--- config.mk ---
export PLATFORM = sky130hd
export DESIGN_NAME = iob_pcie_tx_arb_flat
export DESIGN_NICKNAME = d
export VERILOG_FILES = /design/src/rtl/iob_pcie_tx_arb_if.sv /design/src/rtl/iob_pcie_tx_arb.sv /design/src/flat_wrapper.sv
export SDC_FILE = /design/constraint.sdc
export NUM_CORES = 1
export LEC_CHECK = 0
export BUFFER_PORTS_ARGS = -buffer_cell sky130_fd_sc_hd__buf_2
export CORE_ASPECT_RATIO = 1.1
export CORE_MARGIN = 1
export CORE_UTILIZATION = 40
export DETAILED_ROUTE_END_ITERATION = 8
export PLACE_DENSITY = 0.7
export RECOVER_POWER = 100
export SKIP_LAST_GASP = 1
export SLEW_MARGIN = 20
export SYNTH_ARGS = -nofsm -noshare
export SYNTH_HDL_FRONTEND = slang
export SYNTH_SLANG_ARGS = --single-unit
--- constraint.sdc ---
create_clock -name CLK -period 4.8 [get_ports CLK]
set_input_delay 0.24 -clock CLK [delete_from_list [all_inputs] [get_ports CLK]]
set_output_delay 0.24 -clock CLK [all_outputs]
set_load 0.1 [all_outputs]
--- src/rtl/iob_pcie_tx_arb_if.sv ---
// Bundles the requester-side and channel-side signals of the PCIe TX arbiter.
// No logic here; all timing is set by the arbiter itself.
// master = arbiter side, slave = requesters plus channel (testbench side).
interface iob_pcie_tx_arb_if #(
    parameter int C_PCI_DATA_WIDTH = 32,
    parameter int NREQ             = 2
);
    logic [NREQ-1:0]                  REQ_TX;
    logic [NREQ*32-1:0]               REQ_LEN;
    logic [NREQ*31-1:0]               REQ_OFF;
    logic [NREQ-1:0]                  REQ_LAST;
    logic [NREQ*C_PCI_DATA_WIDTH-1:0] REQ_DATA;
    logic [NREQ-1:0]                  REQ_DATA_VALID;
    logic [NREQ-1:0]                  REQ_DATA_REN;
    logic [NREQ-1:0]                  REQ_GNT;
    logic [NREQ-1:0]                  REQ_DONE;
    logic                             CHNL_TX;
    logic                             CHNL_TX_ACK;
    logic                             CHNL_TX_LAST;
    logic [31:0]                      CHNL_TX_LEN;
    logic [30:0]                      CHNL_TX_OFF;
    logic [C_PCI_DATA_WIDTH-1:0]      CHNL_TX_DATA;
    logic                             CHNL_TX_DATA_VALID;
    logic                             CHNL_TX_DATA_REN;

    modport master (
        input  REQ_TX, REQ_LEN, REQ_OFF, REQ_LAST, REQ_DATA, REQ_DATA_VALID,
        input  CHNL_TX_ACK, CHNL_TX_DATA_REN,
        output REQ_DATA_REN, REQ_GNT, REQ_DONE,
        output CHNL_TX, CHNL_TX_LAST, CHNL_TX_LEN, CHNL_TX_OFF,
        output CHNL_TX_DATA, CHNL_TX_DATA_VALID
    );

    modport slave (
        output REQ_TX, REQ_LEN, REQ_OFF, REQ_LAST, REQ_DATA, REQ_DATA_VALID,
        output CHNL_TX_ACK, CHNL_TX_DATA_REN,
        input  REQ_DATA_REN, REQ_GNT, REQ_DONE,
        input  CHNL_TX, CHNL_TX_LAST, CHNL_TX_LEN, CHNL_TX_OFF,
        input  CHNL_TX_DATA, CHNL_TX_DATA_VALID
    );
endinterface

--- src/rtl/iob_pcie_tx_arb.sv ---
// Round-robin arbiter sharing one PCIe TX channel among NREQ requesters.
// Latency: grant 1 cycle after request; data path is combinational in XFER.
// Backpressure: channel REN is passed straight to the granted requester only.
module iob_pcie_tx_arb #(
    parameter int C_PCI_DATA_WIDTH = 32,
    parameter int NREQ             = 2
) (
    input  logic CLK,
    input  logic RST_N,
    iob_pcie_tx_arb_if.master bus
);
    localparam int STEP = C_PCI_DATA_WIDTH / 32;
    localparam int SELW = (NREQ > 1) ? $clog2(NREQ) : 1;

    typedef enum logic [1:0] {S_IDLE, S_REQ, S_XFER, S_DONE} state_t;

    state_t                      state_q, state_d;
    logic [SELW-1:0]             sel_q, rr_q, pick;
    logic                        found;
    logic [31:0]                 cnt_q, len_q;
    logic [30:0]                 off_q;
    logic                        last_q;
    logic                        beat;
    logic [32:0]                 cnt_next;
    logic [31:0]                 len_arr  [NREQ];
    logic [30:0]                 off_arr  [NREQ];
    logic [C_PCI_DATA_WIDTH-1:0] data_arr [NREQ];

    // Unpack the flat per-requester buses into indexable arrays.
    always_comb begin
        for (int i = 0; i < NREQ; i++) begin
            len_arr[i]  = bus.REQ_LEN[32*i +: 32];
            off_arr[i]  = bus.REQ_OFF[31*i +: 31];
            data_arr[i] = bus.REQ_DATA[C_PCI_DATA_WIDTH*i +: C_PCI_DATA_WIDTH];
        end
    end

    // Round-robin pick: first requesting slot at or above rr_q, wrapping.
    always_comb begin
        int              idx;
        logic [SELW-1:0] idx_w;
        pick  = '0;
        found = 1'b0;
        idx   = 0;
        idx_w = '0;
        for (int k = 0; k < NREQ; k++) begin
            idx = int'(rr_q) + k;
            if (idx >= NREQ) idx = idx - NREQ;
            idx_w = SELW'(idx);
            if (!found && bus.REQ_TX[idx_w]) begin
                found = 1'b1;
                pick  = idx_w;
            end
        end
    end

    // 33-bit compare so a length near 2^32 cannot wrap the word count.
    assign cnt_next = {1'b0, cnt_q} + 33'(STEP);
    assign beat     = (state_q == S_XFER) && bus.REQ_DATA_VALID[sel_q] && bus.CHNL_TX_DATA_REN;

    // State register.
    always_ff @(posedge CLK or negedge RST_N) begin
        if (!RST_N) state_q <= S_IDLE;
        else        state_q <= state_d;
    end

    // Next state and all outputs; every output is zero outside the granted slot.
    always_comb begin
        state_d                = state_q;
        bus.CHNL_TX            = 1'b0;
        bus.REQ_GNT            = '0;
        bus.REQ_DONE           = '0;
        bus.REQ_DATA_REN       = '0;
        bus.CHNL_TX_DATA       = '0;
        bus.CHNL_TX_DATA_VALID = 1'b0;
        bus.CHNL_TX_LEN        = len_q;
        bus.CHNL_TX_OFF        = off_q;
        bus.CHNL_TX_LAST       = last_q;
        case (state_q)
            S_IDLE: begin
                if (found) state_d = S_REQ;
            end
            S_REQ: begin
                bus.CHNL_TX        = 1'b1;
                bus.REQ_GNT[sel_q] = 1'b1;
                if (bus.CHNL_TX_ACK) state_d = (len_q == 32'd0) ? S_DONE : S_XFER;
            end
            S_XFER: begin
                bus.CHNL_TX                 = 1'b1;
                bus.REQ_GNT[sel_q]          = 1'b1;
                bus.REQ_DATA_REN[sel_q]     = bus.CHNL_TX_DATA_REN;
                bus.CHNL_TX_DATA            = data_arr[sel_q];
                bus.CHNL_TX_DATA_VALID      = bus.REQ_DATA_VALID[sel_q];
                if (beat && (cnt_next >= {1'b0, len_q})) state_d = S_DONE;
            end
            S_DONE: begin
                bus.REQ_GNT[sel_q]  = 1'b1;
                bus.REQ_DONE[sel_q] = 1'b1;
                state_d             = S_IDLE;
            end
            default: state_d = S_IDLE;
        endcase
    end

    // Descriptor latch, word counter and round-robin pointer.
    always_ff @(posedge CLK or negedge RST_N) begin
        if (!RST_N) begin
            sel_q  <= '0;
            rr_q   <= '0;
            cnt_q  <= '0;
            len_q  <= '0;
            off_q  <= '0;
            last_q <= 1'b0;
        end else begin
            case (state_q)
                S_IDLE: begin
                    if (found) begin
                        sel_q  <= pick;
                        len_q  <= len_arr[pick];
                        off_q  <= off_arr[pick];
                        last_q <= bus.REQ_LAST[pick];
                        cnt_q  <= '0;
                    end
                end
                S_XFER: begin
                    if (beat) cnt_q <= cnt_next[31:0];
                end
                S_DONE: begin
                    rr_q <= (sel_q == SELW'(NREQ - 1)) ? '0 : sel_q + SELW'(1);
                end
                default: ;
            endcase
        end
    end
endmodule

--- src/flat_wrapper.sv ---
// flat-port wrapper written by rule: the top's interface ports become plain ports
module iob_pcie_tx_arb_flat 
#(
    parameter int C_PCI_DATA_WIDTH = 32,
    parameter int NREQ             = 2
)
  (CLK, RST_N, bus_REQ_TX, bus_REQ_LEN, bus_REQ_OFF, bus_REQ_LAST, bus_REQ_DATA, bus_REQ_DATA_VALID, bus_CHNL_TX_ACK, bus_CHNL_TX_DATA_REN, bus_REQ_DATA_REN, bus_REQ_GNT, bus_REQ_DONE, bus_CHNL_TX, bus_CHNL_TX_LAST, bus_CHNL_TX_LEN, bus_CHNL_TX_OFF, bus_CHNL_TX_DATA, bus_CHNL_TX_DATA_VALID);
  iob_pcie_tx_arb_if #(.C_PCI_DATA_WIDTH(C_PCI_DATA_WIDTH), .NREQ(NREQ)) bus_i ();
  input  logic CLK;
  input  logic RST_N;
  input wire logic [$bits(bus_i.REQ_TX)-1:0] bus_REQ_TX;
  input wire logic [$bits(bus_i.REQ_LEN)-1:0] bus_REQ_LEN;
  input wire logic [$bits(bus_i.REQ_OFF)-1:0] bus_REQ_OFF;
  input wire logic [$bits(bus_i.REQ_LAST)-1:0] bus_REQ_LAST;
  input wire logic [$bits(bus_i.REQ_DATA)-1:0] bus_REQ_DATA;
  input wire logic [$bits(bus_i.REQ_DATA_VALID)-1:0] bus_REQ_DATA_VALID;
  input wire logic [$bits(bus_i.CHNL_TX_ACK)-1:0] bus_CHNL_TX_ACK;
  input wire logic [$bits(bus_i.CHNL_TX_DATA_REN)-1:0] bus_CHNL_TX_DATA_REN;
  output wire logic [$bits(bus_i.REQ_DATA_REN)-1:0] bus_REQ_DATA_REN;
  output wire logic [$bits(bus_i.REQ_GNT)-1:0] bus_REQ_GNT;
  output wire logic [$bits(bus_i.REQ_DONE)-1:0] bus_REQ_DONE;
  output wire logic [$bits(bus_i.CHNL_TX)-1:0] bus_CHNL_TX;
  output wire logic [$bits(bus_i.CHNL_TX_LAST)-1:0] bus_CHNL_TX_LAST;
  output wire logic [$bits(bus_i.CHNL_TX_LEN)-1:0] bus_CHNL_TX_LEN;
  output wire logic [$bits(bus_i.CHNL_TX_OFF)-1:0] bus_CHNL_TX_OFF;
  output wire logic [$bits(bus_i.CHNL_TX_DATA)-1:0] bus_CHNL_TX_DATA;
  output wire logic [$bits(bus_i.CHNL_TX_DATA_VALID)-1:0] bus_CHNL_TX_DATA_VALID;
  assign bus_i.REQ_TX = bus_REQ_TX;
  assign bus_i.REQ_LEN = bus_REQ_LEN;
  assign bus_i.REQ_OFF = bus_REQ_OFF;
  assign bus_i.REQ_LAST = bus_REQ_LAST;
  assign bus_i.REQ_DATA = bus_REQ_DATA;
  assign bus_i.REQ_DATA_VALID = bus_REQ_DATA_VALID;
  assign bus_i.CHNL_TX_ACK = bus_CHNL_TX_ACK;
  assign bus_i.CHNL_TX_DATA_REN = bus_CHNL_TX_DATA_REN;
  assign bus_REQ_DATA_REN = bus_i.REQ_DATA_REN;
  assign bus_REQ_GNT = bus_i.REQ_GNT;
  assign bus_REQ_DONE = bus_i.REQ_DONE;
  assign bus_CHNL_TX = bus_i.CHNL_TX;
  assign bus_CHNL_TX_LAST = bus_i.CHNL_TX_LAST;
  assign bus_CHNL_TX_LEN = bus_i.CHNL_TX_LEN;
  assign bus_CHNL_TX_OFF = bus_i.CHNL_TX_OFF;
  assign bus_CHNL_TX_DATA = bus_i.CHNL_TX_DATA;
  assign bus_CHNL_TX_DATA_VALID = bus_i.CHNL_TX_DATA_VALID;
  iob_pcie_tx_arb #(.C_PCI_DATA_WIDTH(C_PCI_DATA_WIDTH), .NREQ(NREQ)) u_core (.CLK(CLK), .RST_N(RST_N), .bus(bus_i));
endmodule
# == Word level (Yosys, flattened, before mapping) ==
# Cells that the tools add are included.
# totals
wordCells,86
register_bits,100
in_bits,200
out_inout_bits,104
# op_classes
n_reduce_logical,14
n_lt_le_gt_ge,10
mux,40
eq_ne,7
bitwise_logic,3
addsub,5
# op_table
operator,n
32-bit 2-to-1 mux,9
31-bit 2-to-1 mux,3
32-bit case mux with 2 select lines,1
32-bit by 1-bit adder with 33-bit output (second input constant),1
33-bit by 32-bit greater-or-equal comparator with 1-bit output,1
32-bit zero test,1
1-bit 2-to-1 mux,19
2-bit 2-to-1 mux,6
1-bit by 2-bit less-than comparator with 1-bit output (second input constant),4
2-bit case mux with 4 select lines,1
2-bit greater-or-equal comparator (second input constant),3
3-bit AND reduction,2
1-bit logical AND,5
2-bit equality test (second input constant),2
2-bit by 1-bit != test with 1-bit output (second input constant),2
2-bit != test (second input constant),2
1-bit inverter with 2-bit output,2
3-bit OR reduction,1
1-bit by 1-bit adder with 2-bit output (second input constant),1
2-bit AND,1
2-bit by 1-bit equality test with 1-bit output (second input constant),1
1-bit by 2-bit greater-or-equal comparator with 1-bit output (second input constant),1
2-bit zero test,1
2-bit AND reduction,1
other kinds (7),8

# == Longest topological paths before layout ==
# Gate-level depths: netlist (run 1).
# logic_depth
ltp_word,12
ltp_mapped,15
mapped_depth_nobuf,14

# == Worst setup path before layout (run 1) ==
# OpenSTA, ideal clock, no wires.
# synth_timing
path_type,reg2reg
startpoint,register u_core.state_q[0]
endpoint,register u_core.state_q[1]
setup_ns,0.126
t_required_ns,4.674
path_buffers,1
slack_ns,1.308
stages_incl_launch_ff,10
period_less_slack_ns,3.492
arrival_time_ns,3.366
path_cell_list,dfrtp_1 inv_1 ha_1 clkbuf_1 inv_1 nor2_1 nand2_1 a221o_1 a31oi_1 mux2_2
# synth_between
elab_chain_cells,6
word_cells_on_any_way,12
classes_between,6 x eq/ne; 1 x mux; 5 x reduce/logical
# synth_rtl
element,line,source
start: declaration,iob_pcie_tx_arb.sv:17,"state_t state_q, state_d;"
start signal: assignment,iob_pcie_tx_arb.sv:64,else state_q <= state_d;
2-bit equality test,"iob_pcie_tx_arb.sv:59, iob_pcie_tx_arb.sv:79",
1-bit logical AND (2 in a row),iob_pcie_tx_arb.sv:59,assign beat = (state_q == S_XFER) && bus.REQ_DATA_VALID[sel_q] && bus.CHNL_TX_DATA_REN;
1-bit logical AND,iob_pcie_tx_arb.sv:94,"if (beat && (cnt_next >= {1'b0, len_q})) state_d = S_DONE;"
2-bit != test (no line),-,
3-bit AND reduction (no line),-,
# Several ways; a longest one is shown, not always the timed one.
# A chain may end at the register's enable or synchronous reset.

# == Worst setup path after layout (run 1) ==
# layout_timing
startpoint,register u_core.cnt_q[0]
endpoint,register u_core.state_q[1]
# layout_between
elab_chain_cells,5
# layout_rtl
element,line,source
start: declaration,iob_pcie_tx_arb.sv:20,"logic [31:0] cnt_q, len_q;"
start signal: assignment,iob_pcie_tx_arb.sv:126,if (beat) cnt_q <= cnt_next[31:0];
32-bit by 1-bit adder with 33-bit output,iob_pcie_tx_arb.sv:58,"assign cnt_next = {1'b0, cnt_q} + 33'(STEP);"
33-bit by 32-bit greater-or-equal comparator with 1-bit output,iob_pcie_tx_arb.sv:94,
1-bit logical AND,iob_pcie_tx_arb.sv:94,
2-bit != test (no line),-,
3-bit AND reduction (no line),-,
# No other way between the ends.

==> run metrics, run 1 <==
most frequent cells in the layout 199 x buf_2, 115 x nand2_1, 107 x clkbuf_1; Pre-antenna DRT Iters 7; CP Launch Type register; drt via density 5.01; n_diodes 0; Reg2Reg Depth 14; slew margin rel. -136%; setup violators final 0; Final TNS setup 0 ns; Finished Cell Area 8440 um^2; Slowest cell on crit path nor4_2; post-synth top area share 37.7%; CTS tree done; WL/cell 15.5 um; core area 16300 um^2; routability cong. 0.835; Ys Warns 0; Clk Latency, worst-skew pair 0.35 ns; largest family of logic cells by synthesized area simple AND/OR/NAND/NOR gates; placed cells 1226; CP top delay family simple AND/OR/NAND/NOR gates; Rows 49; Area Overhead vs Synth 26.9%; Finished Layout Cells 1241; post-synthesis mux area share 16.0%; fillers 1617; sequential cell area 2500 um^2; via count 6216; Adder-Cell Fraction of Synth Area 6.97%; total track usage 22.0%; Antenna Nets Post-Route 0; CP arrival 4.33 ns; synthesized instance count 758; placed inst area 8320 um^2; Worst path depth 14; CP most frequent cell nand4_1; H-tree levels 3; initial antenna violation count 0; Hold Path Class input port to register; failing checks design-rule violations, max-capacitance violations, max-slew violations; first-pass GRT wire length 29300 um; clock slew at reported path FFs 0.07 ns; CP required 5.04 ns; Root Buffer clkbuf_16; R2R Setup Slk 0.71 ns; I/O Pins 304; Final #Nets 1270; Final Hold Fails 0; FF-to-FF Start u_core.cnt_q[0]; Setup Skew 0.00516 ns; share of cells above drive strength 1 23.1%; pin count of the biggest net entering global routing 73; Overflow after GRT 0; crit-path cells ha_1 > nand4_1 > nor4_2 > and2_0 > nand4_1 > xnor2_1 > ha_1 > nand4_1 > nor4_1 > a311oi_1 > nand3_1 > a21oi_1 > a31oi_1 > mux2_2; final core utilization 51.7%; Synth Area per Inst 8.77 um^2; Detailed Place HPWL 15200 um; die height 137 um; port bufs 303; Min Clock Period, post-route 4.09 ns; setup bufs post-CTS 0; outcome finished with violations; Max Cap Viol 3; CTS buffer count 9; Slew Viols, Final 126; XOR/XNOR Fraction of Synth Area 3.29%; Syn Nets 995; CP max stage delay 0.65 ns; Critical Path Sink u_core.state_q[1]; Post-synth ARST share 100%; flops & latches, synth 100; Die ar. 17100 um^2; Unique masters post-synth 49; RSZ-0062 raised after global routing no; post-synthesis cell area 6650 um^2; critical path startpoint u_core.cnt_q[0]; Worst-Margin Slew 3.50 ns; clock buffer depth 2; Critical path buffers and inverters 0; area occupied by multi-input gates 3770 um^2; Top FF cell, synth dfrtp_1; Post-CTS Resized 0; sequential area share after synthesis 37.7%; critical hold path startpoint bus_REQ_OFF[32]; Initial DRC Count 366; drt drc 4; post-synthesis compound-gate area fraction 12.5%; simple-gate share of the synthesized area 17.9%; top cells by area, synth dfrtp_1 38%, mux2i_1 16%, o21ai_0 7.2%, ha_1 7.0%, nand2_1 6.5%; most common cell after layout, fill and taps aside buf_2; Post-Route WL 19200 um; vias in the first global route 5683; crit path kind register to register; die width 125 um; Starting Density 40.8%; Max Fclk 245 MHz; crit end category register; Worst R2R End u_core.state_q[1]; CP Max Fanout 6; Post-synth EDFFs 0; part of the cycle the worst path needs 85.2%; TritonCTS Sinks 100; Hold Buf Count CTS 0; Synth area leader dfrtp_1
-- worst min-delay path: cells and delay by family --
kind / cells / cell delay, ns
AO/OA/AOI/OAI: 1 / 0.13
buffers and inverters: 1 / 0.07
multiplexers: 1 / 0.05
-- state kept, by name, indices dropped and copies added (netlist names) --
register and cells:
u_core.cnt_q 32, u_core.bus.CHNL_TX_LEN 32, u_core.bus.CHNL_TX_OFF 31, u_core.bus.CHNL_TX_LAST 1, u_core.rr_q 1, u_core.state_q 2
u_core.sel_q 1
-- final cells by class --
type / instances / share of cell area, %
Inverter: 46 / 2.05
Multi-Input combinational cell: 564 / 44.7
Clock inverter: 6 / 0.653
Clock buffer: 9 / 2.67
Timing Repair Buffer: 312 / 17.2
Tap cell: 204 / 3.03
Sequential cell: 100 / 29.7
-- synth_stat cells (all sizes together), types with 2 or more instances --
cell	count
buf	15
nand3	15
nor4	11
clkbuf	33
nor3	16
inv	46
nand4	14
o21ai	98
a21oi	18
ha	37
or2	4
or3	4
and4	2
a22o	13
nor2	56
a21o	6
mux2	2
mux2i	104
o22ai	2
nand2	117
xnor2	17
dfrtp	100
xor2	8
nand2b	2
a221oi	2
and3	2
and2	3
a211oi	2
-- per-layer routing --
| metal | up-vias | part of all wire [%] | global-route usage [%] |
|---|---|---|---|
| met5 | - | 0 | 0 |
| met4 | 0 | 1.7 | 8.06 |
| met3 | 20 | 4.5 | 3.07 |
| met2 | 183 | 47 | 35.7 |
| met1 | 2831 | 47 | 30.2 |
| li1 | 3182 | - | - |
-- through the flow --
step           hold slack (ns)  worst slack (ns)
3_3_place_gp             0.396              1.03
5_1_grt                  0.184             0.342
2_1_floorplan          -0.0556              1.31
3_5_place_dp             0.396             0.932
6_report                 0.169             0.710
4_1_cts                 0.0106             0.887
-- worst min-delay path by stage --
stage / to / slack [ns] / cells after the start
final: u_core.bus.CHNL_TX_OFF[1] / 0.17 / 3
after global routing: u_core.bus.CHNL_TX_OFF[8] / 0.18 / 3
after CTS: u_core.bus.CHNL_TX_OFF[27] / 0.01 / 1
after detailed placement: u_core.bus.CHNL_TX_OFF[27] / 0.40 / 1
after global placement: u_core.bus.CHNL_TX_OFF[28] / 0.40 / 1
after floorplan: u_core.bus.CHNL_TX_LAST / -0.06 / 0
-- cell families (layout without fill, tap and decap cells) --
logic type | count (synthesis) | in the layout
simple gates | 249 | 249
mux | 106 | 106
buf+inv | 94 | 373
fa+ha+maj | 37 | 37
flops | 100 | 100
xor+xnor | 25 | 25
compound gates | 147 | 147
Power of run 1 is left out: the tool's default activity adds up to more than one toggle a clock period on the data nets, which glitch-free logic cannot reach.
==> inputs of run 2 (changes only) <==
--- a/config.mk
+++ b/config.mk
@@ -11,7 +11,6 @@
 export CORE_UTILIZATION = 40
 export DETAILED_ROUTE_END_ITERATION = 8
 export PLACE_DENSITY = 0.7
-export RECOVER_POWER = 100
 export SKIP_LAST_GASP = 1
 export SLEW_MARGIN = 20
 export SYNTH_ARGS = -nofsm -noshare
==> run 2 against run 1 <==
- highest routed layer unchanged
- utilization increased by 1.0 points
- the run ends with design-rule violations, negative hold slack left
- flip-flop and latch count unchanged
- register-to-register slack improved by 0.19 ns
- first-iteration DRC count decreased by 12%
- die area unchanged
- hold slack got worse by 0.19 ns
- largest cell class unchanged
- count of clock-buffer cells in the layout unchanged
- maximum frequency increased by 4.7%
- clock skew about the same
- final cell count unchanged
- via count decreased by 0.11%
- critical path depth unchanged
==> run metrics, run 2 (synthesis gave the netlist of run 1 again) <==
Final TNS setup 0 ns; CTS tree done; Clk Latency, worst-skew pair 0.35 ns; Hold WS -0.0250 ns; vias in the first global route 5683; Reg2Reg Depth 14; pin count of the biggest net entering global routing 73; n_diodes 0; CP arrival 4.14 ns; outcome finished with violations; Setup Skew 0.00546 ns; slew margin rel. 43.4%; final core utilization 52.7%; failing checks design-rule violations, negative hold slack; Final Hold Fails 12; drt drc 4; share of cells above drive strength 1 33.6%; most common cell after layout, fill and taps aside buf_2; M1 WL 8660 um; met2 WL 9040 um; Overflow after GRT 0; RSZ-0062 raised after global routing no; port bufs 303; H-tree levels 3; TritonCTS Sinks 100; crit path kind register to register; part of the cycle the worst path needs 81.3%; Worst-Margin Slew 0.849 ns; R2R Setup Slk 0.90 ns; CP Max Fanout 6; Worst R2R End u_core.state_q[1]; Antenna Nets Post-Route 0; most frequent cells in the layout 302 x buf_2, 115 x nand2_1, 104 x mux2i_1; via count 6209; CP Launch Type register; clock slew at reported path FFs 0.07 ns; CP required 5.04 ns; initial antenna violation count 0; Starting Density 40.8%; Min Clock Period, post-route 3.90 ns; met3 wire length 1150 um; top layer in use met4; Die ar. 17100 um^2; FF-to-FF Start u_core.cnt_q[0]; first-pass GRT wire length 29300 um; Max Cap Viol 0; Max Fclk 256 MHz; routability cong. 0.835; Hold Buf Count CTS 0; setup bufs post-CTS 0; Post-Route WL 19100 um; crit end category register; drt via density 5.00; clock buffer depth 2; Final #Nets 1270; Pre-antenna DRT Iters 6; WL/cell 15.4 um; core area 16300 um^2; Root Buffer clkbuf_16; CTS buffer count 9; Detailed Place HPWL 15200 um; Initial DRC Count 322; Area Overhead vs Synth 29.4%; die width 125 um; die height 137 um; Post-CTS Resized 0; Slew Viols, Final 0; Rows 49; I/O Pins 304; total track usage 22.0%; setup violators final 0; Hold Path Class input port to asynchronous set/reset pin
==> run 2: changes by cell type in the layout (fill, tap and decap cells not counted), sizes merged <==
cell | before | now
buf | 204 | 312
clkbuf | 117 | 9
==> run 2: per-stage QoR <==
| step | std cells | cell area [um^2] | worst slack, ns |
|---|---|---|---|
| 3_3_place_gp | 1226 | 8320 | 1.03 |
| 4_1_cts | 1241 | 8600 | 0.887 |
| 6_report | 1241 | 8600 | 0.896 |
| 2_1_floorplan | 758 | 6650 | 1.31 |
| 3_5_place_dp | 1226 | 8320 | 0.932 |
| 5_1_grt | 1241 | 8600 | 0.539 |
==> run 2: worst max-delay path by stage <==
stage / from / endpoint / slack (ns) / cells past startpoint
2_1_floorplan: u_core.state_q[0] / u_core.state_q[1] / 1.31 / 9
3_3_place_gp: u_core.cnt_q[0] / u_core.state_q[0] / 1.03 / 14
3_5_place_dp: u_core.cnt_q[0] / u_core.state_q[0] / 0.93 / 14
4_1_cts: u_core.cnt_q[0] / u_core.state_q[1] / 0.89 / 14
5_1_grt: u_core.cnt_q[0] / u_core.state_q[0] / 0.54 / 14
6_report: u_core.cnt_q[0] / u_core.state_q[1] / 0.90 / 14
==> run 2: per-layer routing <==
metal  track usage [%]  vias up
met5                 0        -
met4              8.06        0
met3              3.07       19
met2              35.7      181
met1              30.2     2825
li1                  -     3184
==> run 2: cell type report <==
| type | count | area [um^2] |
|---|---|---|
| clock buffers | 9 | 225 |
| clock inverters | 6 | 55.1 |
| fillers | 1572 | 7710 |
| inverters | 46 | 173 |
| multi-input cells | 564 | 3790 |
| flip-flops and latches | 100 | 2500 |
| well taps | 204 | 255 |
| repair buffers | 312 | 1600 |
==> run 2: critical path, stage by stage (launching register included) <==
cell and delay (ns):
dfrtp_1 0.46, ha_1 0.25, nand4_1 0.22, nor4_4 0.50, and2_1 0.26, nand4_1 0.18, xnor2_1 0.17, ha_1 0.30
nand4_1 0.15, nor4_1 0.39, a311oi_1 0.14, nand3_1 0.10, a21oi_1 0.04, a31oi_1 0.26, mux2_2 0.37
Power of run 2 is left out for the same reason.
